<file path="config.mk">
export PLATFORM = sky130hd
export DESIGN_NAME = if_fetch_stage_flat
export DESIGN_NICKNAME = d
export VERILOG_FILES = /design/src/rtl/if_fetch_stage_if.sv /design/src/rtl/if_fetch_stage.sv /design/src/flat_wrapper.sv
export SDC_FILE = /design/constraint.sdc
export NUM_CORES = 1
export LEC_CHECK = 0
export CORE_MARGIN = 2
export CORE_UTILIZATION = 43
export CTS_BUF_LIST = sky130_fd_sc_hd__clkbuf_4 sky130_fd_sc_hd__clkbuf_8
export CTS_CLUSTER_SIZE = 30
export DETAILED_ROUTE_END_ITERATION = 7
export GPL_TIMING_DRIVEN = 0
export PLACE_DENSITY = 0.72
export SYNTH_ARGS = -nofsm -noshare
export SYNTH_HDL_FRONTEND = slang
export SYNTH_SLANG_ARGS = --single-unit
</file>
<file path="constraint.sdc">
create_clock -name clk -period 2.1 [get_ports clk]
set_clock_uncertainty 0.1 [all_clocks]
set_input_delay 0.525 -clock clk [delete_from_list [all_inputs] [get_ports clk]]
set_output_delay 0.525 -clock clk [all_outputs]
set_load 0.005 [all_outputs]
</file>
<file path="src/rtl/if_fetch_stage_if.sv">
// if_fetch_stage_if: instruction-memory request/grant and response bus
interface if_fetch_stage_if;
    logic        req;
    logic [31:0] addr;
    logic        gnt;
    logic        rvalid;
    logic [31:0] rdata;
    modport master (output req, addr, input gnt, rvalid, rdata);
    modport slave (input req, addr, output gnt, rvalid, rdata);
endinterface

</file>
<file path="src/rtl/if_fetch_stage.sv">
// if_fetch_stage: RV32 fetch with one outstanding imem request and a one-entry IF/ID skid buffer
module if_fetch_stage #(
    parameter logic [31:0] RESET_PC = 32'h0000_0000,
    parameter int          XLEN     = 32
) (
    input  logic                clk,
    input  logic                rst,
    input  logic                id_stall_i,
    input  logic                redirect_valid_i,
    input  logic [XLEN-1:0]     redirect_pc_i,
    if_fetch_stage_if.master    imem,
    output logic                ifid_valid_o,
    output logic [XLEN-1:0]     ifid_pc_o,
    output logic [XLEN-1:0]     ifid_instr_o
);
    typedef enum logic [1:0] {IDLE, WAIT, DISCARD} state_e;
    state_e          state_q, state_d;
    logic [XLEN-1:0] pc_q, pc_d, req_pc_q, req_pc_d;
    logic            ifid_valid_q, ifid_valid_d;
    logic [XLEN-1:0] ifid_pc_q, ifid_pc_d, ifid_instr_q, ifid_instr_d;
    logic            skid_valid_q, skid_valid_d;
    logic [XLEN-1:0] skid_pc_q, skid_pc_d, skid_instr_q, skid_instr_d;
    logic            accept, resp, grant;

    assign accept = !ifid_valid_q || !id_stall_i;
    assign resp   = state_q == WAIT && imem.rvalid;
    assign grant  = imem.req && imem.gnt;

    always_ff @(posedge clk) begin
        if (rst) begin
            state_q      <= IDLE;
            pc_q         <= RESET_PC;
            req_pc_q     <= '0;
            ifid_valid_q <= 1'b0;
            ifid_pc_q    <= '0;
            ifid_instr_q <= 32'h0000_0013;
            skid_valid_q <= 1'b0;
            skid_pc_q    <= '0;
            skid_instr_q <= '0;
        end else begin
            state_q      <= state_d;
            pc_q         <= pc_d;
            req_pc_q     <= req_pc_d;
            ifid_valid_q <= ifid_valid_d;
            ifid_pc_q    <= ifid_pc_d;
            ifid_instr_q <= ifid_instr_d;
            skid_valid_q <= skid_valid_d;
            skid_pc_q    <= skid_pc_d;
            skid_instr_q <= skid_instr_d;
        end
    end

    // A flushed request still owes a response, so it parks in DISCARD until rvalid drains it.
    always_comb begin
        state_d = redirect_valid_i ? ((state_q == IDLE || imem.rvalid) ? IDLE : DISCARD) :
                  grant ? WAIT :
                  (state_q != IDLE && imem.rvalid) ? IDLE : state_q;
    end

    always_comb begin
        imem.req  = !rst && !redirect_valid_i && !skid_valid_q && (state_q == IDLE || (resp && accept));
        imem.addr = pc_q;
    end

    always_comb begin
        pc_d         = redirect_valid_i ? {redirect_pc_i[XLEN-1:2], 2'b00} : grant ? pc_q + XLEN'(4) : pc_q;
        req_pc_d     = grant ? pc_q : req_pc_q;
        ifid_valid_d = ifid_valid_q;
        ifid_pc_d    = ifid_pc_q;
        ifid_instr_d = ifid_instr_q;
        skid_valid_d = skid_valid_q;
        skid_pc_d    = skid_pc_q;
        skid_instr_d = skid_instr_q;
        if (redirect_valid_i) begin
            ifid_valid_d = 1'b0;
            skid_valid_d = 1'b0;
        end else if (!accept) begin
            if (resp) begin
                skid_valid_d = 1'b1;
                skid_pc_d    = req_pc_q;
                skid_instr_d = imem.rdata;
            end
        end else if (skid_valid_q) begin
            ifid_valid_d = 1'b1;
            ifid_pc_d    = skid_pc_q;
            ifid_instr_d = skid_instr_q;
            skid_valid_d = 1'b0;
        end else begin
            ifid_valid_d = resp;
            ifid_pc_d    = resp ? req_pc_q : ifid_pc_q;
            ifid_instr_d = resp ? imem.rdata : ifid_instr_q;
        end
    end

    assign ifid_valid_o = ifid_valid_q;
    assign ifid_pc_o    = ifid_pc_q;
    assign ifid_instr_o = ifid_instr_q;
endmodule

</file>
<file path="src/flat_wrapper.sv">
// flat-port wrapper written by rule: the top's interface ports become plain ports
module if_fetch_stage_flat 
#(
    parameter logic [31:0] RESET_PC = 32'h0000_0000,
    parameter int          XLEN     = 32
)
  (clk, rst, id_stall_i, redirect_valid_i, redirect_pc_i, ifid_valid_o, ifid_pc_o, ifid_instr_o, imem_req, imem_addr, imem_gnt, imem_rvalid, imem_rdata);
  if_fetch_stage_if imem_i ();
  input  logic clk;
  input  logic rst;
  input  logic id_stall_i;
  input  logic redirect_valid_i;
  input  logic [XLEN-1:0] redirect_pc_i;
  output logic ifid_valid_o;
  output logic [XLEN-1:0] ifid_pc_o;
  output logic [XLEN-1:0] ifid_instr_o;
  output wire logic [$bits(imem_i.req)-1:0] imem_req;
  output wire logic [$bits(imem_i.addr)-1:0] imem_addr;
  input wire logic [$bits(imem_i.gnt)-1:0] imem_gnt;
  input wire logic [$bits(imem_i.rvalid)-1:0] imem_rvalid;
  input wire logic [$bits(imem_i.rdata)-1:0] imem_rdata;
  assign imem_req = imem_i.req;
  assign imem_addr = imem_i.addr;
  assign imem_i.gnt = imem_gnt;
  assign imem_i.rvalid = imem_rvalid;
  assign imem_i.rdata = imem_rdata;
  if_fetch_stage #(.RESET_PC(RESET_PC), .XLEN(XLEN)) u_core (.clk(clk), .rst(rst), .id_stall_i(id_stall_i), .redirect_valid_i(redirect_valid_i), .redirect_pc_i(redirect_pc_i), .imem(imem_i), .ifid_valid_o(ifid_valid_o), .ifid_pc_o(ifid_pc_o), .ifid_instr_o(ifid_instr_o));
endmodule
</file>
==> results.md, run 1 <==
* Status: completed
* Clock tree root driver cell: clkbuf_8
* Number of distinct library cell variants in the gate-level netlist after synthesis at 53
* Final HPWL DP at approximately 17000 um
* Number of instances in the synthesized netlist at 931
* Routed len/inst at between 15 and 20 um
* Clock sinks at 188
* Crit-path leading delay family: buffers and inverters
* Number of warnings issued by yosys at 0
* Routed via count at about 7400
* IR Drop Worst-Case VDD at between 0.4 and 0.5 mV
* Maximum operating frequency at between 400 and 500 MHz
* Count of hold buffers inserted by post-cts repair at 0
* Synthesized-area fraction occupied by adder cells at less than 1%
* Shortest period the worst path allows at ~2.1 ns
* Post-placement setup slack at -0.989 ns
* Slack of the worst reg-to-reg path at roughly 0.070 ns
* Clock slew seen by the registers of the worst setup and hold paths at around 0.10 ns
* Post-route ant nets at 0
* Effective utilization at floorplan at 43.8%
* Startpoint of the worst register-to-register path: u_core.imem.addr[2]
* Antenna violations before repair at 1
* Endpoint of the most critical register-to-register path: u_core.imem.addr[16]
* Filler Cells Inserted at 1638
* Ys async rst share at 0%
* Inserted Clock Buffers at 17
* Area share of xor/xnor cells in the synthesized design at less than 1%
* Weighted congestion reported at the end of routability-driven placement at 0.905
* Part of the cycle the worst path needs at 98.0%
* Worst Hold Depth at 2
* Count of standard-cell rows at 49
* Count of boundary I/O pins at 168
* Fraction of the mapped netlist area in simple logic gates at 20.1%
* CTS tree: built
* Max Slew Vio Count at 0
* Post-synthesis cell type with the largest combined area: dfxtp_1
* Multiplexer area fraction after synthesis at 8.74%
* Most instantiated library cell after synthesis: nand2_1
* CP max FO at 8
* Placed Instances at 1323
* Synthesized area per cell at roughly 8.5 um^2
* Number of flip-flops and latches in the synthesized netlist at 188
* Power per cell area at between 600 and 700 nW/um^2
* Main area contributors after synthesis: dfxtp_1 (48%), nand2_1 (10%), mux2i_1 (7.9%), a21oi_1 (7.2%), a211oi_1 (6.0%)
* Data arrival time at the worst-slack endpoint at approximately 1.4 ns
* Hold path startpoint: imem_rvalid
* Wire length of the first global-routing pass at 35900 um
* Slew at the pin closest to its max-slew limit at 0.842 ns
* Element type at the critical path start: flip-flop
* Slew Limit Headroom at between 40% and 50%
* Setup CP Type: reg2out
* Critical path, cell by cell: clkdlybuf4s50_1
* Total standard cell area after synthesis at 7870 um^2
* DR pass1 iterations at 7
* Number of nets in the layout at between 1000 and 1500
* Proportion of layout cells with a drive suffix above 1 at 11.7%
* Maximum level of the CTS H-tree at 4
* Proportion of synthesized chip area in sequential cells at 47.8%
* Compound-cell area share of the yosys netlist at 18.2%
* Hold Fails Final Rpt at 0
* Total length of routed wires at 22900 um
* Minimum setup slack in the final design at 0.0413 ns
* Detailed router's first-iteration violation count at 527
* Skew-Pair Late Insertion Delay at between 0.4 and 0.5 ns
* Hold worst-path end: u_core.state_q[1]
* Ys flop type: dfxtp_1
* Total power at 6810 uW
* Library cell contributing the largest single delay on the critical path: clkdlybuf4s50_1
* Core outline area at approximately 18000 um^2
* Critical Path Sink Type: output port
* Dominant combinational cell family by area after synthesis: simple AND/OR/NAND/NOR gates
* Leakage at 0.00332 uW
* Worst-case clock buffer depth at 2
* Drt drc at 0
* Area grow syn2layout at 32.8%
* Utilization after layout at 58.2%
* Final Instance Count excl. Fillers at 1363
* Proportion of netlist area held by the largest area contributor at 47.8%
* Width of the die at 139 um
* Overflow after GRT at 0
* Number of enable flip-flop cells after synthesis at 0
* Total track usage at 22.9%
* Area of the die at 19400 um^2
* Final hold slack at 0.354 ns
* Via count normalized by instance count at 5.45
* Buffering stage count on the worst path with inverters included at 1
* Number of buffer cells added on primary ports at 160
* Class of the tightest hold or removal check: in2reg
* Via count of the first global-routing pass at 7073
* Die Span Y at 139 um
* Worst path max stage delay at 0.54 ns
* Worst reg-to-reg path cell count at 5
* Max-cap check violation count at 0
* Cell types with the highest counts after synthesis: nand2_1 (216), dfxtp_1 (188), a21oi_1 (113)
* Worst endpoint required time at 1.47 ns
* Final count of negative-setup-slack endpoints at 0
* Maximum number of pins on one net before global-route repair at 17
==> power breakdown <==
part	switching (uW)	total [uW]	internal [uW]
Combinational	265	557	292
Clock	1230	2550	1310
Sequential	90.7	3710	3620
Total	1590	6810	5220
==> worst reg2reg max path: cells and delay by family (launching register included) <==
| kind | cells | cell delay, ns |
|---|---|---|
| AOI/OAI and AO/OA | 1 | 0.16 |
| and+or+nand+nor | 3 | 1.12 |
| adders and majority gates | 1 | 0.17 |
| DFF | 1 | 0.40 |
==> registers in the layout, summed over array words and instances, names as in the netlist <==
signal	flops
u_core.imem.addr	30
u_core.skid_valid_q	1
u_core.req_pc_q	30
u_core.ifid_instr_o	32
u_core.ifid_pc_o	30
u_core.ifid_valid_o	1
u_core.skid_instr_q	32
u_core.state_q	2
u_core.skid_pc_q	30
==> cells by family (layout without fill, tap and decap cells) <==
| group | Yosys count | count (layout) |
|---|---|---|
| and+or+nand+nor | 362 | 362 |
| AOI/OAI and AO/OA | 229 | 229 |
| DFF | 188 | 188 |
| buffers and inverters | 80 | 279 |
| muxes | 68 | 68 |
| xor gates and xnor gates | 2 | 2 |
| adders and majority gates | 1 | 1 |
| other | 1 | 5 |
==> through the flow <==
| step | area (um^2) | setup TNS (ns) |
|---|---|---|
| after global placement | 9770 | -139.97 |
| after CTS | 10400 | -0.00640 |
| after floorplan | 7880 | 0 |
| after detailed placement | 9770 | -144.35 |
| after global routing | 10500 | -0.0312 |
| final | 10500 | 0 |
==> worst max-delay path by stage <==
stage                         startpoint                       to  slack [ns]  depth (start not counted)
finish              u_core.imem.addr[17]            imem_addr[17]        0.04                          1
global route           u_core.state_q[1]     u_core.ifid_pc_o[24]      -0.009                          8
CTS                  u_core.skid_valid_q                 imem_req      -0.006                          4
detailed placement            id_stall_i  u_core.skid_instr_q[28]       -0.99                          6
global placement             imem_rvalid  u_core.skid_instr_q[26]       -0.93                          6
floorplan            u_core.imem.addr[2]     u_core.imem.addr[22]       0.005                          6
==> placed cells by master, fill, tap and decap left out, types with 14 or more instances in the layout <==
master and n:
clkbuf_1 35, a21oi_1 113, clkbuf_8 25, buf_4 15, nor2_1 74, clkbuf_2 14
dfxtp_1 159, clkdlybuf4s50_1 156, dfxtp_2 20, mux2i_1 62, nand2_1 216, nand3_1 14
a211oi_1 62
==> layout make-up <==
cell class	instances	area [um^2]	area share [%]
multi-input cells	666	3840	36.7
flip-flops and latches	188	3820	36.6
repair buffers	169	1660	15.9
plain buffers	74	412	3.94
clock buffers	23	304	2.91
well taps	229	287	2.74
clock inverters	7	113	1.08
inverters	6	22.5	0.215
diodes	1	2.50	0.0239
==> metal layers <==
layer	vias up	track usage (%)	part of all wire [%]
met1	3441	30.3	44
met5	-	0	0
met3	46	4.58	7.3
met4	0	8.61	2.3
li1	3651	-	-
met2	290	37.2	47
==> timing repair <==
| action | 4_1_cts | 5_1_grt |
|---|---|---|
| resized for setup | 65 | 41 |
| gates cloned | 0 | 1 |
| setup buffers | 6 | 2 |
| setup endpoints to repair | 202 | 165 |
| pin swaps | 4 | 4 |
Power figures use the tool's default switching activity.
==> inputs of run 2 (changes only) <==
Settings changed: GPL_TIMING_DRIVEN 0 to default.
==> results.md, run 2 (synthesis gave the netlist of run 1 again) <==
* DR pass1 iterations at 5 (was 7)
* Detailed router's first-iteration violation count at 475 (was 527)
* Setup repair after global routing missed its margin: true
* Setup CP Type: reg2out (unchanged)
* Worst-case clock buffer depth at 2 (unchanged)
* Antenna fix cells at 0 (was 1)
* Wire length of the first global-routing pass at 32400 um (was 35900 um)
* Maximum level of the CTS H-tree at 4 (unchanged)
* Proportion of layout cells with a drive suffix above 1 at 14.8% (was 11.7%)
* Routed via count at 7236 (was 7428)
* Maximum operating frequency at 484 MHz (was 486 MHz)
* Width of the die at 139 um (unchanged)
* Overflow after GRT at 0 (unchanged)
* Effective utilization at floorplan at 43.8% (unchanged)
* Routed len/inst at 15.4 um (was 16.8 um)
* Antenna violations before repair at 0 (was 1)
* Clock slew seen by the registers of the worst setup and hold paths at 0.09 ns (was 0.10 ns)
* Count of boundary I/O pins at 168 (unchanged)
* Data arrival time at the worst-slack endpoint at 1.44 ns (was 1.43 ns)
* Power per cell area at 644 nW/um^2 (was 651 nW/um^2)
* Via count normalized by instance count at 5.30 (was 5.45)
* Slew Limit Headroom at 37.1% (was 43.9%)
* Worst reg-to-reg path cell count at 6 (was 5)
* Number of nets in the layout at 1195 (was 1193)
* Slew at the pin closest to its max-slew limit at 0.943 ns (was 0.842 ns)
* Worst Hold Depth at 2 (unchanged)
* CTS tree: built (unchanged)
* Die Span Y at 139 um (unchanged)
* Most frequent standard cell in the layout excluding fill and tap cells: nand2_1 (unchanged)
* Max-cap check violation count at 0 (unchanged)
* Sequential cell area in the final layout at 3810 um^2 (was 3820 um^2)
* Area grow syn2layout at 36.7% (was 32.8%)
* Class of the tightest hold or removal check: reg2reg (was in2reg)
* Status: completed (unchanged)
* Shortest period the worst path allows at 2.06 ns (about the same)
* Combined area of the multi-input logic cells at 3800 um^2 (was 3840 um^2)
* Post-route ant nets at 0 (unchanged)
* Part of the cycle the worst path needs at 98.3% (was 98.0%)
* Hold Fails Final Rpt at 0 (unchanged)
* Worst endpoint required time at 1.47 ns (about the same)
* Weighted congestion reported at the end of routability-driven placement at 0.891 (was 0.905)
* Count of standard-cell rows at 49 (unchanged)
* Filler Cells Inserted at 1574 (was 1638)
* Final hold slack at 0.357 ns (was 0.354 ns)
* Critical Path Sink Type: output port (unchanged)
* Inserted Clock Buffers at 17 (unchanged)
* Maximum number of pins on one net before global-route repair at 183 (was 17)
* Element type at the critical path start: flip-flop (unchanged)
* IR Drop Worst-Case VDD at 0.457 mV (was 0.489 mV)
* Most frequent cells in the layout: nand2_1 (216), dfxtp_1 (160), clkdlybuf4s50_1 (147) (was nand2_1 (216), dfxtp_1 (159), clkdlybuf4s50_1 (156))
* Via count of the first global-routing pass at 6347 (was 7073)
* Clock tree root driver cell: clkbuf_8 (unchanged)
* Final count of negative-setup-slack endpoints at 0 (unchanged)
* Utilization after layout at 59.9% (was 58.2%)
* Number of buffer cells added on primary ports at 161 (was 160)
* Max Slew Vio Count at 0 (unchanged)
* Area of the die at 19400 um^2 (unchanged)
* Leakage at 0.00356 uW (was 0.00332 uW)
* Final HPWL DP at 13900 um (was 16600 um)
* Total track usage at 20.4% (was 22.9%)
* Drt drc at 0 (unchanged)
* Skew-Pair Late Insertion Delay at 0.47 ns (was 0.46 ns)
* CP max FO at 5 (was 8)
* Total length of routed wires at 21000 um (was 22900 um)
* Core outline area at 18000 um^2 (unchanged)
* Clock sinks at 188 (unchanged)
==> run 2: power by group <==
part / leakage (uW) / internal [uW] / switching [uW] / total [uW]
Clock: 0.000213 / 1380 / 1270 / 2650
Sequential: 0.00153 / 3620 / 62.0 / 3680
Combinational: 0.00181 / 324 / 277 / 600
==> run 2: final timing paths <==
kind / end / startpoint / slack (ns)
setup / recovery: imem_addr[8] / u_core.imem.addr[8] / 0.04
hold / removal: u_core.skid_pc_q[9] / u_core.skid_pc_q[9] / 0.36
setup reg to reg: u_core.imem.addr[22] / u_core.imem.addr[2] / 0.06
hold reg to reg: u_core.skid_pc_q[9] / u_core.skid_pc_q[9] / 0.36
==> run 2: cell type report <==
type,instances,share of cell area (%)
Tap cell,229,2.66
Inverter,6,0.209
Multi-Input combinational cell,667,35.3
Clock inverter,10,1.53
Clock buffer,20,2.56
Timing Repair Buffer,244,22.3
Sequential cell,188,35.4
==> run 2: through the flow <==
stage | cells | instance area [um^2] | power, uW | TNS, ns | setup WS, ns
global route | 1364 | 10800 | 7160 | -0.0167 | -0.0167
global placement | 1321 | 10100 | 4330 | -58.05 | -0.462
floorplan | 934 | 7880 | 3980 | 0 | 0.00507
finish | 1364 | 10800 | 6930 | 0 | 0.0357
detailed placement | 1321 | 10100 | 4330 | -64.46 | -0.493
CTS | 1356 | 10600 | 6960 | 0 | 0.000787
==> run 2: critical path: stages (launching register included) <==
cell and delay, ns:
dfxtp_2 0.34, buf_4 0.13, clkdlybuf4s50_1 0.50
==> run 2: metal layers <==
| metal | part of all wire (%) | GRT usage [%] | vias to the layer above |
|---|---|---|---|
| met1 | 48 | 29.7 | 3324 |
| met3 | 5.7 | 3.48 | 33 |
| met4 | 2.6 | 7.87 | 0 |
| met2 | 44 | 30.3 | 232 |
| met5 | 0 | 0 | - |
| li1 | - | - | 3647 |
==> run 2: repair_timing <==
action	4_1_cts	5_1_grt
setup buffers	6	6
resized for setup	36	20
hold buffers	0	0
pin swaps	1	3
cloned	0	2
hold endpoints to repair	0	0
setup endpoints to repair	24	41
